===== src/rtl/wb_arbiter.sv =====
// -----------------------------------------------------------------------------
// wb_arbiter
//   Writeback stage sitting directly in front of the register file and the
//   only driver of its write port (a3/we3/wd3). Two result sources share the
//   port:
//     - ALU results, offered with a valid/ready handshake.
//     - Load returns from data memory, which cannot be stalled.
//   Loads always win. An ALU result that collides with a load is parked in a
//   one-entry skid register and written on the first cycle without a load.
//   Sub-word loads are byte/halfword selected and sign/zero extended here, and
//   writes to x0 are dropped (the source is still consumed).
//
//   Optional feature: define WB_STATS_EN to add the stat_writes_o and
//   stat_stalls_o counters.
//
// Ports
//   clk_i        clock, all state on the rising edge
//   rst_i        synchronous active-high reset
//   alu_valid_i  ALU result offered
//   alu_ready_o  ALU result accepted when alu_valid_i & alu_ready_o
//   alu_rd_i     ALU destination register
//   alu_data_i   ALU result
//   ld_valid_i   load return this cycle, always accepted
//   ld_rd_i      load destination register
//   ld_funct3_i  0 LB, 1 LH, 2 LW, 4 LBU, 5 LHU (others illegal)
//   ld_offset_i  load address bits [1:0]
//   ld_rdata_i   raw aligned memory word
//   ld_err_o     one-cycle pulse after an illegal funct3 load
//   rf_we3_o     register file write enable (registered)
//   rf_a3_o      register file write address (registered)
//   rf_wd3_o     register file write data (registered)
//   dbg_state_o  skid state (0 EMPTY, 1 HELD) for observation
//   stat_writes_o / stat_stalls_o  (WB_STATS_EN only) event counters
// -----------------------------------------------------------------------------
module wb_arbiter #(
   parameter int XLen = 32,
   parameter int NReg = 32
) (
   input  logic                    clk_i,
   input  logic                    rst_i,
   input  logic                    alu_valid_i,
   output logic                    alu_ready_o,
   input  logic [$clog2(NReg)-1:0] alu_rd_i,
   input  logic [XLen-1:0]         alu_data_i,
   input  logic                    ld_valid_i,
   input  logic [$clog2(NReg)-1:0] ld_rd_i,
   input  logic [2:0]              ld_funct3_i,
   input  logic [1:0]              ld_offset_i,
   input  logic [XLen-1:0]         ld_rdata_i,
   output logic                    ld_err_o,
   output logic                    rf_we3_o,
   output logic [$clog2(NReg)-1:0] rf_a3_o,
   output logic [XLen-1:0]         rf_wd3_o,
`ifdef WB_STATS_EN
   output logic [31:0]             stat_writes_o,
   output logic [31:0]             stat_stalls_o,
`endif
   output logic                    dbg_state_o
);

   localparam int NRegWidth = $clog2(NReg);

   typedef enum logic {
      EMPTY = 1'b0,
      HELD  = 1'b1
   } skid_state_e;

   skid_state_e          state_q, state_d;
   logic [NRegWidth-1:0] skid_rd_q;
   logic [XLen-1:0]      skid_data_q;

   logic                 alu_fire;
   logic                 skid_load;
   logic                 ld_legal;
   logic [XLen-1:0]      ld_ext;
   logic [7:0]           ld_byte;
   logic [15:0]          ld_half;

   logic                 sel_valid;
   logic [NRegWidth-1:0] sel_rd;
   logic [XLen-1:0]      sel_data;
   logic                 we_d;
   logic                 err_d;

   // Handshake: an ALU result transfers on a rising edge where both
   // alu_valid_i and alu_ready_o are high. alu_ready_o depends only on the
   // skid state and reset, never on ld_valid_i, so the producer sees a
   // stable ready for the whole cycle.
   assign alu_ready_o = (state_q == EMPTY) & ~rst_i;
   assign alu_fire    = alu_valid_i & alu_ready_o;
   assign dbg_state_o = (state_q == HELD);

   // Load data extraction. Halfwords use only offset bit 1; LW ignores offset.
   always_comb begin
      ld_byte  = ld_rdata_i[8*ld_offset_i +: 8];
      ld_half  = ld_offset_i[1] ? ld_rdata_i[31:16] : ld_rdata_i[15:0];
      ld_legal = 1'b1;
      ld_ext   = ld_rdata_i;
      unique case (ld_funct3_i)
         3'd0:    ld_ext = {{(XLen-8){ld_byte[7]}}, ld_byte};
         3'd1:    ld_ext = {{(XLen-16){ld_half[15]}}, ld_half};
         3'd2:    ld_ext = ld_rdata_i;
         3'd4:    ld_ext = {{(XLen-8){1'b0}}, ld_byte};
         3'd5:    ld_ext = {{(XLen-16){1'b0}}, ld_half};
         default: ld_legal = 1'b0;
      endcase
   end

   // Port selection by priority: load, then skid, then direct ALU.
   always_comb begin
      state_d   = state_q;
      skid_load = 1'b0;
      sel_valid = 1'b0;
      sel_rd    = '0;
      sel_data  = '0;
      err_d     = 1'b0;
      if (ld_valid_i) begin
         // An illegal load still claims the port, so a colliding ALU result
         // is parked exactly as for a legal one.
         sel_valid = ld_legal;
         sel_rd    = ld_rd_i;
         sel_data  = ld_ext;
         err_d     = ~ld_legal;
         if (alu_fire) begin
            skid_load = 1'b1;
            state_d   = HELD;
         end
      end else if (state_q == HELD) begin
         sel_valid = 1'b1;
         sel_rd    = skid_rd_q;
         sel_data  = skid_data_q;
         state_d   = EMPTY;
      end else if (alu_fire) begin
         sel_valid = 1'b1;
         sel_rd    = alu_rd_i;
         sel_data  = alu_data_i;
      end
      // x0 writes are dropped but the source was still consumed above.
      we_d = sel_valid & (sel_rd != '0);
   end

   always_ff @(posedge clk_i) begin
      if (rst_i) begin
         state_q     <= EMPTY;
         skid_rd_q   <= '0;
         skid_data_q <= '0;
         rf_we3_o    <= 1'b0;
         rf_a3_o     <= '0;
         rf_wd3_o    <= '0;
         ld_err_o    <= 1'b0;
      end else begin
         state_q  <= state_d;
         rf_we3_o <= we_d;
         ld_err_o <= err_d;
         if (skid_load) begin
            skid_rd_q   <= alu_rd_i;
            skid_data_q <= alu_data_i;
         end
         // Address/data hold their last written values when nothing is written.
         if (we_d) begin
            rf_a3_o  <= sel_rd;
            rf_wd3_o <= sel_data;
         end
      end
   end

`ifdef WB_STATS_EN
   always_ff @(posedge clk_i) begin
      if (rst_i) begin
         stat_writes_o <= '0;
         stat_stalls_o <= '0;
      end else begin
         if (rf_we3_o) stat_writes_o <= stat_writes_o + 32'd1;
         if (alu_valid_i & ~alu_ready_o) stat_stalls_o <= stat_stalls_o + 32'd1;
      end
   end
`endif

endmodule

===== config.mk =====
export PLATFORM = sky130hd
export DESIGN_NAME = wb_arbiter
export DESIGN_NICKNAME = d
export VERILOG_FILES = /design/src/rtl/wb_arbiter.sv
export SDC_FILE = /design/constraint.sdc
export NUM_CORES = 1
export LEC_CHECK = 0
export BUFFER_PORTS_ARGS = -buffer_cell sky130_fd_sc_hd__buf_2
export CAP_MARGIN = 15
export CORE_ASPECT_RATIO = 1.4
export CORE_UTILIZATION = 47
export DETAILED_ROUTE_END_ITERATION = 10
export PLACE_DENSITY = 0.8
export SLEW_MARGIN = 5
export SYNTH_ARGS = -nofsm -noshare
export SYNTH_HDL_FRONTEND = slang
export SYNTH_SLANG_ARGS = --single-unit

===== constraint.sdc =====
create_clock -name clk_i -period 1.8 [get_ports clk_i]
set_input_delay 0.36 -clock clk_i [delete_from_list [all_inputs] [get_ports clk_i]]
set_output_delay 0.36 -clock clk_i [all_outputs]
set_load 0.02 [all_outputs]

Word level (Yosys, flattened, before mapping). Index checks and enable logic that the tools add are counted.

Equal/unequal tests: 4. Shift-type cells: 1. Multiplexer cells: 13. Bitwise logic cells: 7. Reduce and logical (&&, ||, !) cells: 4.

Operators by type and width (count): $pmux W32 S4 (1); $mux W32 (3); $shiftx A32 B6 Y8 (1); $mux W16 (1); $mux W5 (3); $eq A3 B3 Y1 const B (2); $mux W1 (5); $reduce_bool A5 Y1 (1); $reduce_or A5 Y1 (1); $not A1 Y1 (4); $and A1 B1 Y1 (3); $eq A3 B1 Y1 const B (1); $eq A3 B2 Y1 const B (1); $logic_not A3 Y1 (1); $reduce_or A2 Y1 (1).

Register bits after elaboration: 77. Bits of input ports: 83. Output and inout port bits: 41. Logic and storage cells: 36.

Longest topological paths before layout. Gate-level depths: netlist of the first run.

Depth after elaboration: 8. Gate-level depth with buffers: 8. Mapped depth without buffers: 5.

Worst setup path after synthesis of the first run. Ideal clock, no wire load.

Path kind: reg2reg. From: register state_q (netlist: dbg_state_o). To: register rf_wd3_o[23]. Library setup time: 0.132 ns. Arrival time: 1.738 ns. Data required time: 1.668 ns. Path slack: -0.070 ns. Cell stages (with the launch flop): 9. Buffers on the path: 3. Clock period less this slack: 1.870 ns. Path through: dfxtp_1 buf_6 or3b_4 o21ai_2 a211oi_2 buf_4 buf_6 nor3_1 nor3_1.

Longest elaborated chain between the ends: 8. Elaborated cells on any way between the ends: 14. Those cells by class: 9 x mux; 4 x bitwise; 1 x reduce/logical.

Ends and longest elaborated chain: from (decl) (line 68) `skid_state_e state_q, state_d;`; from (signal assigned) (line 152) `state_q <= state_d;`; $not A1 Y1 (line 89) `assign alu_ready_o = (state_q == EMPTY) & ~rst_i;`; $and A1 B1 Y1 (line 89); $and A1 B1 Y1 (line 90) `assign alu_fire = alu_valid_i & alu_ready_o;`; $mux W5 (line 133) `end else if (alu_fire) begin`; $mux W5 (line 128) `end else if (state_q == HELD) begin`; $mux W5 (line 117) `if (ld_valid_i) begin`; $reduce_bool A5 Y1 (line 139) `we_d = sel_valid & (sel_rd != '0);`; $and A1 B1 Y1 (line 139); to (signal assigned) (line 162) `rf_wd3_o <= sel_data;`; to (decl) (line 53) `output logic [XLen-1:0] rf_wd3_o,`.

Parallel ways exist; a longest one is shown, timed or not. A chain may end at the register's enable or synchronous reset.

Worst setup path after layout of the first run.
From: register state_q (netlist: dbg_state_o). To: register rf_wd3_o[3].

Same word-level chain as after synthesis.

==> qor.yml, run 1 <==
status:
  outcome: "finished with violations"
  failed_checks: "negative setup slack"
floorplanning:
  start_util_pct: 48.4
  chipWidth_um: 81.3
  floorplan.rows: 40
  die-height_um: 113
  dieArea_mm2: 0.00919
  core_ar_mm2: 0.00856
  io_pins: 124
timing:
  layout_min_cycle_time_ns: 1.87
  timing.final.hold_violations: 0
  final-setup-viol-count: 5
  setup_total_negative_slack_ns: -0.119
  fmaxAchievable_mhz: 535
  timing_max_transition_violations_final: 0
  final.period_utilization_pct: 104
  grt_setup_unrepaired: "yes"
  max-slew-margin-rel_pct: 66.9
  tightest_slew_ns: 0.490
  finalWorstSetupSlack_ns: -0.0696
  worst_clock_skew_ns: 0.00601
final_layout:
  final_common_cell: "sky130_fd_sc_hd__buf_2"
  area_delta_synth_final_pct: 43.2
  final_net_count: 782
  layout-drive-gt1-share_pct: 38.2
  layoutNonFillerInstCount: 809
  most_frequent_cells_in_the_layout: "sky130_fd_sc_hd__buf_2, sky130_fd_sc_hd__nand2_1, sky130_fd_sc_hd__a21oi_1"
  fin_util_pct: 69.2
  antenna-diode-count: 0
setup_path:
  worst_setup_path_start_kind: "register"
  worstPathMaxFanout: 8
  timing.critical_path.buf_inv: 1
  critPathArrivalTime_ns: 2.11
  crit_chain: "or3b_4 > o21ai_4 > a211o_4 > buf_12 > a21oi_4 > a311oi_2"
  criticalPathCategory: "register to register"
  end_kind: "register"
  required_ns: 2.04
  cp_top_family: "compound AO/OA/AOI/OAI gates"
  cpPeakStageDelay_ns: 0.45
  timing.critical_path.slowest_stage_cell: "sky130_fd_sc_hd__or3b_4"
route:
  final_antenna_net_count: 0
  highest-signal-layer: "met4"
  route.layer.met1.wl_mm: 5.69
  postRouteWirelength_mm: 15.7
  router_iterations_before_antenna_repair: 5
  via_per_inst: 6.40
  initialDrtViolationCount: 460
  routed-wl-met3_mm: 1.48
  drc: 0
  avgRoutedWirePerCell_um: 19.4
  wl_met2_mm: 7.42
  route.vias.total: 5175
place:
  dp.cells: 784
  place.port_buffers: 123
  post-dp-hpwl_mm: 10.5
  gpl.final_weighted_congestion: 0.952
synthesis:
  synth_nets: 628
  yosys-top-cells-area: "sky130_fd_sc_hd__dfxtp_1, sky130_fd_sc_hd__a21oi_1, sky130_fd_sc_hd__nand2_1, sky130_fd_sc_hd__nor3_1, sky130_fd_sc_hd__a221oi_1"
  syn_area_per_cell_um2: 7.59
  ys_types: 49
  async_set_or_reset_register_ratio_after_synthesis_pct: 0
  ys.flop_type: "sky130_fd_sc_hd__dfxtp_1"
  synth-warning-count: 0
  yosys.area.top_type: "sky130_fd_sc_hd__dfxtp_1"
  synth_area_mm2: 0.00414
  synth-edff-count: 0
  syn-instance-count: 545
  synth_top_area_share_pct: 37.2
  yosysSeqAreaShare_pct: 37.2
  ys_seq_elements: 77
grt:
  track_usage_pct: 33.4
  via_count_of_the_first_global_routing_pass: 4811
  grt_first_pass_wirelength_mm: 23.5
  number_of_antenna_violations_at_the_first_check_in_global_routing: 0
  grt.overflow.total: 0
  grt_max_degree: 41
clock_tree:
  clock_pin_slew_on_the_worst_setup_and_hold_paths_ns: 0.06
  tritoncts: "done"
  cts_made_buffers: 9
  clockRootBuffer: "sky130_fd_sc_hd__clkbuf_16"
  cts_hold_buf: 0
  cts.sink_count: 77
  maximum_clock_insertion_buffer_count: 2
  cts.htree.levels: 3
  clk-insertion-delay-late_ns: 0.34
job:
  drv_cap: 0
power_and_ir_drop:
  vdd_ir_drop_max_mv: 0.753
  power.static_leakage_nw: 2.39
  power_density_cells_mw_per_mm2: 854
  finalPower_mw: 5.06
min_path:
  timing.hold.worst.class: "input port to register"
[report_power, final]
part / leakage, nW / switching (mW) / internal, mW
registers: 0.632 / 0.0812 / 1.82
logic: 1.62 / 0.789 / 0.568
clock network: 0.138 / 0.729 / 1.07
[cell type report]
cell class | instances | area [um^2]
clock buffer | 10 | 229
tap | 105 | 131
inverter | 5 | 22.5
sequential | 77 | 1550
fill | 684 | 2630
multi-input combinational | 408 | 2580
timing repair buffer | 198 | 1350
clock inverter | 6 | 63.8
[final timing paths]
check,slack [ns],end,start,depth (start not counted)
max,-0.07,rf_wd3_o[3]$_SDFFE_PP0P_,dbg_state_o$_SDFFE_PP0N_,6
min,0.26,skid_data_q[31]$_SDFFE_PP0P_,alu_data_i[31],3
max reg2reg,-0.07,rf_wd3_o[3]$_SDFFE_PP0P_,dbg_state_o$_SDFFE_PP0N_,6
min reg2reg,0.45,rf_wd3_o[9]$_SDFFE_PP0P_,rf_wd3_o[9]$_SDFFE_PP0P_,2
[synthesized netlist by cell type, types with 7 or more instances]
library cell                instances
sky130_fd_sc_hd__o2111ai_1          7
sky130_fd_sc_hd__a21oi_1          106
sky130_fd_sc_hd__o22ai_1           17
sky130_fd_sc_hd__a311oi_1          13
sky130_fd_sc_hd__a221oi_1          19
sky130_fd_sc_hd__nor3_1            46
sky130_fd_sc_hd__nand3_1           11
sky130_fd_sc_hd__o21ai_0           21
sky130_fd_sc_hd__clkbuf_1          22
sky130_fd_sc_hd__nor2_1             7
sky130_fd_sc_hd__buf_2             21
sky130_fd_sc_hd__a211oi_1           7
sky130_fd_sc_hd__nor2b_1            8
sky130_fd_sc_hd__dfxtp_1           77
sky130_fd_sc_hd__nand2_1           99
sky130_fd_sc_hd__or4_1              7
[metrics by stage]
step | setup WS (ns) | hold slack, ns | instance area (um^2)
after floorplan | 0.00121 | 0.436 | 4160
after detailed placement | -0.180 | 0.448 | 5230
after CTS | -0.000286 | 0.263 | 5640
final | -0.0696 | 0.262 | 5930
after global placement | -0.154 | 0.441 | 5230
after global routing | -0.120 | 0.274 | 5930
[registers in the layout (all words and copies together) (netlist names)]
| register | count |
|---|---|
| ld_err_o | 1 |
| skid_data_q | 32 |
| rf_a3_o | 5 |
| rf_we3_o | 1 |
| skid_rd_q | 5 |
| rf_wd3_o | 32 |
| dbg_state_o | 1 |
[cell families (layout without fill, tap and decap cells)]
family / after synthesis / in the layout / share of synthesized area [%]
mux: 5 / 5 / 1.54
flops: 77 / 77 / 37.2
simple gates: 193 / 193 / 22.0
compound gates: 210 / 210 / 32.1
buf+inv: 60 / 219 / 7.16
[routing by layer]
metal | vias up | global-route usage [%]
li1 | 2339 | -
met1 | 2388 | 40.5
met2 | 357 | 53.1
met3 | 91 | 6.37
met4 | 0 | 21.5
met5 | - | 0
[what timing repair did]
item,in CTS,in global routing
setup buffers,4,3
setup endpoints to repair,21,52
pin swaps,10,16
endpoints found under the hold margin,0,0
gates resized for setup,15,54
cloned,2,1
[worst register-to-register path: stages (launching register included)]
cell,delay [ns]
sky130_fd_sc_hd__dfxtp_4,0.37
sky130_fd_sc_hd__or3b_4,0.45
sky130_fd_sc_hd__o21ai_4,0.22
sky130_fd_sc_hd__a211o_4,0.24
sky130_fd_sc_hd__buf_12,0.17
sky130_fd_sc_hd__a21oi_4,0.07
sky130_fd_sc_hd__a311oi_2,0.27
Note: power is estimated with default switching activity, not from simulation.
==> run 2, diff against run 1 <==
Settings changed: PLACE_DENSITY 0.8 to 0.77.
==> qor.yml, run 2 (same netlist as run 1, synthesis figures left out) <==
status:
  outcome: "finished with violations"
  failed_checks: "negative setup slack"
grt:
  via_count_of_the_first_global_routing_pass: 4764
  grt.overflow.total: 0
  track_usage_pct: 33.1
  number_of_antenna_violations_at_the_first_check_in_global_routing: 0
  grt_first_pass_wirelength_mm: 23.3
  grt_max_degree: 28
floorplanning:
  die-height_um: 113
  start_util_pct: 48.4
  core_ar_mm2: 0.00856
  io_pins: 124
  dieArea_mm2: 0.00919
  floorplan.rows: 40
  chipWidth_um: 81.3
final_layout:
  layout_top_registers: "rf_wd3_o: 32 flops, skid_data_q: 32 flops"
  layout-drive-gt1-share_pct: 32.9
  antenna-diode-count: 0
  most_frequent_cells_in_the_layout: "sky130_fd_sc_hd__buf_2, sky130_fd_sc_hd__a21oi_1, sky130_fd_sc_hd__nand2_1"
  fin_util_pct: 66.2
  final_common_cell: "sky130_fd_sc_hd__buf_2"
  area_delta_synth_final_pct: 36.8
  final_net_count: 768
timing:
  timing.final.hold_violations: 0
  worst_clock_skew_ns: 0.00566
  max-slew-margin-rel_pct: 68.4
  tightest_slew_ns: 0.473
  layout_min_cycle_time_ns: 1.81
  final-setup-viol-count: 2
  fmaxAchievable_mhz: 552
  timing_max_transition_violations_final: 0
  setup_total_negative_slack_ns: -0.0135
  hold-worst-slack_ns: 0.265
  final.period_utilization_pct: 101
  grt_setup_unrepaired: "yes"
  finalWorstSetupSlack_ns: -0.0113
setup_path:
  startpoint: "ld_valid_i"
  worstReg2RegStart: "skid_rd_q[1]$_SDFFE_PP0P_"
  reg2regPathDepth: 7
  cp_top_family: "simple AND/OR/NAND/NOR gates"
  timing.critical_path.slowest_stage_cell: "sky130_fd_sc_hd__nor4b_2"
  worstSetupPathDepth: 8
  worstPathMaxFanout: 15
  required_ns: 2.01
  worst_setup_path_start_kind: "input port"
  crit_chain: "buf_2 > nor4b_2 > nor3_4 > a211o_4 > buf_12 > buf_16 > a21oi_1 > nor3_1"
  criticalPathCategory: "input port to register"
  end_kind: "register"
  timing.critical_path.buf_inv: 3
  cpPeakStageDelay_ns: 0.46
  critPathArrivalTime_ns: 2.03
clock_tree:
  clockRootBuffer: "sky130_fd_sc_hd__clkbuf_16"
  clk-insertion-delay-late_ns: 0.34
  cts_made_buffers: 9
  tritoncts: "done"
  cts.htree.levels: 3
  cts.sink_count: 77
  clock_pin_slew_on_the_worst_setup_and_hold_paths_ns: 0.06
  maximum_clock_insertion_buffer_count: 2
power_and_ir_drop:
  power_density_cells_mw_per_mm2: 907
  vdd_ir_drop_max_mv: 0.852
  power.static_leakage_nw: 2.29
job:
  drv_cap: 0
route:
  via_per_inst: 6.45
  final_antenna_net_count: 0
  avgRoutedWirePerCell_um: 19.2
  postRouteWirelength_mm: 15.2
  drc: 0
  route.vias.total: 5124
  router_iterations_before_antenna_repair: 6
  initialDrtViolationCount: 603
place:
  place.port_buffers: 123
  gpl.final_weighted_congestion: 1.00
  post-dp-hpwl_mm: 10.6
min_path:
  hold-path-cell-count: 3
  hold_path_startpoint: "alu_data_i[14]"
  timing.hold.worst.class: "input port to register"
==> run 2: cell count changes in the layout (fill, tap and decap cells not counted), moves of 3 or more <==
cell                      before  now
sky130_fd_sc_hd__nor3_2       15    0
sky130_fd_sc_hd__nor3_1       28   45
sky130_fd_sc_hd__a21oi_1      96  100
sky130_fd_sc_hd__buf_4        59   48
sky130_fd_sc_hd__o21ai_0      15   19
sky130_fd_sc_hd__a21oi_4       3    0
==> run 2: area by class of cell <==
type / count / area, um^2
Timing Repair Buffer: 184 / 1230
Fill cell: 700 / 2900
Tap cell: 105 / 131
Multi-Input combinational cell: 408 / 2410
Clock inverter: 6 / 95.1
Sequential cell: 77 / 1550
Inverter: 5 / 22.5
Clock buffer: 10 / 229
==> run 2: power breakdown <==
| group | switching [mW] | leakage [nW] | internal, mW | total, mW |
|---|---|---|---|---|
| logic | 0.731 | 1.50 | 0.510 | 1.24 |
| registers | 0.0811 | 0.632 | 1.82 | 1.90 |
| clock network | 0.761 | 0.157 | 1.23 | 1.99 |
==> run 2: per-layer routing <==
layer | vias to the layer above | share of wire (%) | GRT usage (%)
met4 | 0 | 6.7 | 22.7
met1 | 2379 | 36 | 38.4
met2 | 342 | 49 | 53.6
met3 | 83 | 8.4 | 6.29
li1 | 2320 | - | -
met5 | - | 0 | 0
==> run 2: metrics by stage <==
| stage | instance area, um^2 | std cells | power [mW] | setup slack, ns |
|---|---|---|---|---|
| 2_1_floorplan | 4160 | 545 | 2.59 | 0.00121 |
| 3_3_place_gp | 5150 | 774 | 3.04 | -0.0807 |
| 3_5_place_dp | 5150 | 774 | 3.07 | -0.102 |
| 4_1_cts | 5580 | 795 | 5.07 | 0.00907 |
| 5_1_grt | 5660 | 795 | 5.30 | -0.0354 |
| 6_report | 5660 | 795 | 5.14 | -0.0113 |
==> run 2: repair_timing <==
item                       4_1_cts  5_1_grt
gates cloned                     1        0
gates resized for setup          7       21
setup endpoints to repair        8       35
buffers inserted                 4        1
hold buffers                     0        0
hold endpoints to repair         0        0
pin swaps                        3       11
==> run 2: path summary, 6_finish.rpt <==
kind,to,slack [ns]
setup / recovery,rf_wd3_o[22]$_SDFFE_PP0P_,-0.01
hold / removal,skid_data_q[14]$_SDFFE_PP0P_,0.27
setup reg to reg,rf_wd3_o[22]$_SDFFE_PP0P_,-0.01
hold reg to reg,rf_wd3_o[9]$_SDFFE_PP0P_,0.45
==> run 2: worst reg2reg max path, stage by stage, from the launching register on <==
cell and delay, ns:
sky130_fd_sc_hd__dfxtp_2 0.34, sky130_fd_sc_hd__nor4_4 0.35, sky130_fd_sc_hd__nor3_4 0.12, sky130_fd_sc_hd__a211o_4 0.36
sky130_fd_sc_hd__buf_12 0.14, sky130_fd_sc_hd__buf_16 0.15, sky130_fd_sc_hd__a21oi_1 0.16, sky130_fd_sc_hd__nor3_1 0.07
